==> src/rtl/alu_mc.sv <==
// Registered execute-stage ALU with a start/done handshake and an iterative shift-add multiply.
// Define ALU_MC_MUL_EN to build the multiplier (opcode 8); otherwise opcode 8 is reserved.
module alu_mc #(
    parameter int WIDTH = 8
) (
    input  logic             clk,
    input  logic             reset_n,
    input  logic             start,
    input  logic [3:0]       aluOp,
    input  logic [WIDTH-1:0] input1,
    input  logic [WIDTH-1:0] input2,
    output logic             busy,
    output logic             done,
    output logic [WIDTH-1:0] out,
    output logic [WIDTH-1:0] outHi,
    output logic             jumpFlag
);

    localparam int SW = $clog2(WIDTH);

    localparam logic [3:0] OP_ADD  = 4'd0;
    localparam logic [3:0] OP_XOR  = 4'd1;
    localparam logic [3:0] OP_AND  = 4'd2;
    localparam logic [3:0] OP_RSL  = 4'd3;
    localparam logic [3:0] OP_MOV  = 4'd4;
    localparam logic [3:0] OP_LD   = 4'd5;
    localparam logic [3:0] OP_ST   = 4'd6;
    localparam logic [3:0] OP_BLQZ = 4'd7;
    localparam logic [3:0] OP_MUL  = 4'd8;

    logic [WIDTH-1:0]   sc_out;
    logic               sc_jump;
    logic [2*WIDTH-1:0] rot_full;
    logic [WIDTH-1:0]   dec_a;

    // Rotate by shifting a doubled copy; the upper half is the rotated word.
    assign rot_full = {input1, input1} << input2[SW-1:0];
    assign dec_a    = input1 - WIDTH'(1);

    always_comb begin
        sc_out  = '0;
        sc_jump = 1'b0;
        case (aluOp)
            OP_ADD:  sc_out = input1 + input2;
            OP_XOR:  sc_out = input1 ^ input2;
            OP_AND:  sc_out = input1 & input2;
            OP_RSL:  sc_out = rot_full[2*WIDTH-1:WIDTH];
            OP_MOV:  sc_out = input2;
            OP_LD:   sc_out = input2;
            OP_ST:   sc_out = input1;
            OP_BLQZ: begin
                sc_out  = input2;
                sc_jump = dec_a[WIDTH-1];
            end
            default: begin
                sc_out  = '0;
                sc_jump = 1'b0;
            end
        endcase
    end

`ifdef ALU_MC_MUL_EN
    // state  | meaning
    // S_IDLE | waiting for start; single-cycle ops complete from here
    // S_MUL  | shift-add steps 1..WIDTH-1 in progress (step 0 runs on the accepting edge)
    typedef enum logic {S_IDLE, S_MUL} state_t;

    state_t           state;
    state_t           next_state;
    logic [SW-1:0]    cnt;
    logic [WIDTH-1:0] mcand;
    logic [WIDTH-1:0] acc_hi;
    logic [WIDTH-1:0] acc_lo;

    logic [WIDTH-1:0] step_mc;
    logic [WIDTH-1:0] step_hi_in;
    logic [WIDTH-1:0] step_lo_in;
    logic [WIDTH-1:0] addend;
    logic [WIDTH:0]   step_sum;
    logic [WIDTH-1:0] step_hi;
    logic [WIDTH-1:0] step_lo;
    logic             mul_go;

    assign mul_go = (state == S_IDLE) && start && (aluOp == OP_MUL);

    // One adder serves every step; in IDLE it runs step 0 on the fresh operands
    // with a cleared accumulator so the product is ready after WIDTH edges.
    assign step_mc    = (state == S_IDLE) ? input1 : mcand;
    assign step_hi_in = (state == S_IDLE) ? '0 : acc_hi;
    assign step_lo_in = (state == S_IDLE) ? input2 : acc_lo;
    assign addend     = step_lo_in[0] ? step_mc : '0;
    assign step_sum   = {1'b0, step_hi_in} + {1'b0, addend};
    assign step_hi    = step_sum[WIDTH:1];
    assign step_lo    = {step_sum[0], step_lo_in[WIDTH-1:1]};

    always_ff @(posedge clk or negedge reset_n) begin
        if (!reset_n) state <= S_IDLE;
        else          state <= next_state;
    end

    always_comb begin
        next_state = state;
        case (state)
            S_IDLE:  if (mul_go) next_state = S_MUL;
            S_MUL:   if (cnt == '0) next_state = S_IDLE;
            default: next_state = S_IDLE;
        endcase
    end

    assign busy = (state == S_MUL);

    always_ff @(posedge clk or negedge reset_n) begin
        if (!reset_n) begin
            done     <= 1'b0;
            out      <= '0;
            outHi    <= '0;
            jumpFlag <= 1'b0;
            cnt      <= '0;
            mcand    <= '0;
            acc_hi   <= '0;
            acc_lo   <= '0;
        end else begin
            done <= 1'b0;
            if (state == S_IDLE) begin
                if (mul_go) begin
                    mcand  <= input1;
                    acc_hi <= step_hi;
                    acc_lo <= step_lo;
                    cnt    <= SW'(WIDTH - 2);
                end else if (start) begin
                    out      <= sc_out;
                    outHi    <= '0;
                    jumpFlag <= sc_jump;
                    done     <= 1'b1;
                end
            end else begin
                acc_hi <= step_hi;
                acc_lo <= step_lo;
                if (cnt == '0) begin
                    out      <= step_lo;
                    outHi    <= step_hi;
                    jumpFlag <= 1'b0;
                    done     <= 1'b1;
                end else begin
                    cnt <= cnt - SW'(1);
                end
            end
        end
    end
`else
    assign busy  = 1'b0;
    assign outHi = '0;

    always_ff @(posedge clk or negedge reset_n) begin
        if (!reset_n) begin
            done     <= 1'b0;
            out      <= '0;
            jumpFlag <= 1'b0;
        end else begin
            done <= start;
            if (start) begin
                out      <= sc_out;
                jumpFlag <= sc_jump;
            end
        end
    end
`endif

endmodule

==> config.mk <==
export PLATFORM = sky130hd
export DESIGN_NAME = alu_mc
export DESIGN_NICKNAME = d
export VERILOG_FILES = /design/src/rtl/alu_mc.sv
export SDC_FILE = /design/constraint.sdc
export NUM_CORES = 1
export LEC_CHECK = 0
export ABC_AREA = 1
export CAP_MARGIN = 15
export CORE_ASPECT_RATIO = 1.1
export CORE_MARGIN = 2
export CORE_UTILIZATION = 45
export CTS_CLUSTER_SIZE = 24
export DETAILED_ROUTE_END_ITERATION = 6
export PLACE_DENSITY = 0.76
export SETUP_SLACK_MARGIN = 0.5
export SYNTH_ARGS = -nofsm -noshare
export SYNTH_HDL_FRONTEND = slang
export SYNTH_SLANG_ARGS = --single-unit
==> constraint.sdc <==
create_clock -name clk -period 1.3 [get_ports clk]
set_input_delay 0.13 -clock clk [delete_from_list [all_inputs] [get_ports clk]]
set_output_delay 0.13 -clock clk [all_outputs]
set_load 0.02 [all_outputs]
# After elaboration in Yosys (flattened, before gate mapping)
# Index checks and enable logic that the tools add are counted.
[classes] n_shift=1 n_eq_ne=7 muxes=2 addsub=2 bitwise_logic=2 n_reduce_logical=2
[op_table] cell="8-bit case mux with 6 select lines" n=1
[op_table] cell="4-bit by 3-bit equality test with 1-bit output (second input constant)" n=4
[op_table] cell="16-bit by 3-bit << shifter with 16-bit output" n=1
[op_table] cell="8-bit adder" n=1
[op_table] cell="8-bit AND" n=1
[op_table] cell="4-bit by 2-bit equality test with 1-bit output (second input constant)" n=2
[op_table] cell="8-bit by 1-bit subtractor with 8-bit output (second input constant)" n=1
[op_table] cell="8-bit XOR" n=1
[op_table] cell="4-bit by 1-bit equality test with 1-bit output (second input constant)" n=1
[op_table] cell="4-bit zero test" n=1
[op_table] cell="3-bit OR reduction" n=1
[op_table] cell="1-bit 2-to-1 mux" n=1
[totals] inputBits=23 ff_bits=10 output_inout_bits=19 elab_cells=19

# Longest topological paths before layout
[logic_depth] word_depth=3 depth_mapped=12 ltp_nobuf=12

# Worst setup path after synthesis
# Ideal clock, no wire load.
[synth_path] path_type="input-to-reg" start="input port input1[0]" end="register out[6]" n_path_buf=0 setup_time_ps=117 arrival_time_ps=1276 required_ps=1183 slack_ps=-92 stages=10 path_cell_list="ha_1 fa_1 nand2_1 nand2_1 nand3b_1 nand3_1 nand3_1 nand3_1 nand2_1 nand2_1"
[synth_via] elab_chain_len=2 elab_cells_between_ends=3 cone_classes="add/sub: 1; shift: 1; mux: 1"
[synth_lines] item="start, declared" line_no="10" rtl="input logic [WIDTH-1:0] input1,"
[synth_lines] item="8-bit adder or 16-bit by 3-bit << shifter with 16-bit output (tied branches)" line_no="44, 37"
[synth_lines] item="8-bit case mux with 6 select lines (*)" line_no="43" rtl="case (aluOp)"
[synth_lines] item="end signal, assigned" line_no="162" rtl="out <= sc_out;"
[synth_lines] item="end, declared" line_no="14" rtl="output logic [WIDTH-1:0] out,"
# Mark *: on every way between the ends. The rest lies on a longest branch, timed or not.
# A chain may end at the register's enable or synchronous reset.

# Worst setup path in the final report
[layout_path] start="input port input2[0]" end="register out[2]"
[layout_via] elab_chain_len=2 elab_cells_between_ends=3 cone_classes="add/sub: 1; shift: 1; mux: 1"
[layout_lines] item="start, declared" line_no="11" rtl="input logic [WIDTH-1:0] input2,"
[layout_lines] item="8-bit adder or 16-bit by 3-bit << shifter with 16-bit output (tied branches)" line_no="44, 37"
[layout_lines] item="8-bit case mux with 6 select lines (*)" line_no="43"
# Marks and branches as above.

==> metrics <==
Unique masters post-synth=28; P_sw=601 uW; Post-Synthesis Cells=262; clk_skew=0 ps; Core Util, Final=77.5%; grt total ovfl=0; violated checks=design-rule violations; worst stage delay on the critical path=360 ps; CTS tree=yes; area growth from synthesis to layout=61.3%; insertion delay to the later sink of the worst-skew pair=270 ps; Hold Crit Class=input port to asynchronous set/reset pin; Slew Limit Fails=0; Clock transition at path regs=70 ps; drt initial violations=109; Slew @ Worst Pin=506 ps; Die Area=0.00379 mm2; port buffer count=32; MaxCap Viol Count=0; TritonCTS buffer count=3; PD cells=633 mW/mm2; Tcrit/Tclk final=92.8%; initial antenna violation count=0; Final HPWL DP=3790 um; Num Clock Sinks=10; register area share after synthesis=16.8%; outcome=finished with violations; final total power=1520 uW; DR WL/cell=13.1 um; CP max stage cell=fa_2; Core ar.=0.00310 mm2; largest cells by area after synthesis=nand2_1 26%, nand3_1 18%, dfrtp_1 17%; Final Hold Vio Count=0; Int Power=920 uW; Achievable Freq=829 MHz; Reg2Reg Setup Slack=460 ps; vias=1973; Initial Utilization=48.1%; Chip Height=64.4 um; share of layout cells above drive strength 1=41.8%; Synth area leader=nand2_1; largest net degree at the start of global routing=11; global placement routability congestion=0.960; Reg-to-Reg Start=out[3]; most common cell after layout, fill and taps aside=nand2_1; critical-path cell list=buf_8, ha_4, fa_2, xnor2_1, o21ai_1, nor3_1, nand2_1, nand2_1, nand2_1; CP Launch Type=input port; LEAKAGE=0.00127 uW; crit-path max FO=2; H-tree levels=1; synthesized area=0.00149 mm2; kind of critical path=input port to register; crit path time final=1210 ps; most frequent cells in the layout=83 x nand2_1, 48 x nand3_1, 35 x buf_4; Die Wd=58.9 um; reg2reg path depth=4; Fin Setup TNS=0 ps; CP endpoint kind=register; # rows=21; Arrival @ worst endpoint=1380 ps; Seq pwr share=24.0%; Req. time, crit path=1470 ps; peak supply drop=0.547 mV; r2r endpoint=out[3]; Critical Path Source=input2[0]; Residual DRC=3; Vias/cell=5.35; Antenna Nets Post-Route=0; Boundary Pins=42; Clock Tree Buf Depth=2; crit-path most repeated cell=nand2_1; first-pass GRT wire length=8290 um; Clk pwr share=19.3%; Syn. warnings=0; Total Routing Usage GR=27.8%; number of diodes=0; DRT Wirelength=4840 um; DR pass1 iterations=7; Net Sw Frac=39.5%; crit path capture=out[2]; nets=368; hold_buf cts=0; clock root cell=clkbuf_4; unrepaired setup endpoints after global routing=yes; Comb pwr share=56.8%; # setup viols final=0; vias in the first global route=1888; Slew headroom=66.1%; Yosys reg bits=10; syn_area_per_cell=5.69 um2; share of the synthesized area in the top cell type=25.9%
-- power by group through the flow --
stage / registers (uW) / logic, uW / clock network (uW)
after floorplan: 402 / 390 / 0
after global placement: 364 / 718 / 0
after detailed placement: 364 / 725 / 0
after CTS: 364 / 816 / 292
after global routing: 367 / 945 / 312
final: 365 / 864 / 293
-- flip-flops by register name, summed over array words and instances (netlist names) --
| name | count |
|---|---|
| done | 1 |
| jumpFlag | 1 |
| out | 8 |
-- cell usage after synthesis, drive strengths merged --
cell	count
nor2	19
fa	1
buf	13
clkinv	1
dfrtp	10
nor3	2
nor4	1
a21oi	5
ha	8
o21ai	10
nand3b	1
nand2	106
xnor2	1
conb	1
or2	1
nand3	54
nand4	2
inv	25
xor2	1
-- final cells by class --
cell class                 instances  area [um2]
sequential                        10         250
clock buffer                       4        36.3
fill                             232         697
timing repair buffer              74         662
multi-input combinational        221        1300
tap                               34        42.5
inverter                          26         113
-- stage by stage --
step	cells	hold slack [ps]	area, um2	setup WS (ps)
2_1_floorplan	270	-166	1640	40.8
3_3_place_gp	353	463	2110	-532
3_5_place_dp	353	465	2110	-583
4_1_cts	365	185	2330	147
5_1_grt	369	210	2400	52.0
6_report	369	189	2400	93.2
-- layer usage --
metal / global-route usage [%] / vias up / share of wire, %
li1: - / 979 / -
met1: 37.0 / 898 / 43
met2: 47.2 / 82 / 49
met3: 3.44 / 14 / 5.9
met4: 5.97 / 0 / 2.0
met5: 0 / - / 0
-- worst max-delay path: cells and delay by family --
family	cells	cell delay, ps
buf+inv	1	100
compound gates	1	80
simple gates	4	390
fa+ha+maj	2	510
xor+xnor	1	160
-- cell families (layout without fill, tap and decap cells) --
group           Yosys count  in the layout  share of synthesized area, %
compound gates           15             15                          5.04
xor+xnor                  2              2                          1.18
fa+ha+maj                 9              9                          8.06
buf+inv                  39            104                          13.4
flops                    10             10                          16.8
other cells               1              9                         0.252
simple gates            186            186                          55.2
-- how the worst min path moves through the flow --
stage                        end  cells past startpoint  slack (ps)
after floorplan             done                      0        -170
after global placement    out[3]                      2         460
after detailed placement  out[3]                      2         470
after CTS                 out[4]                      1         190
after global routing      out[4]                      1         210
final                     out[0]                      1         190
-- timing repair --
item,CTS,global route
gates resized for setup,194,18
hold endpoints to repair,0,0
pin swaps,47,15
endpoints found under the setup margin,19,19
cloned,0,0
setup buffers,8,4
No activity file was read; power rests on OpenSTA's default activity.
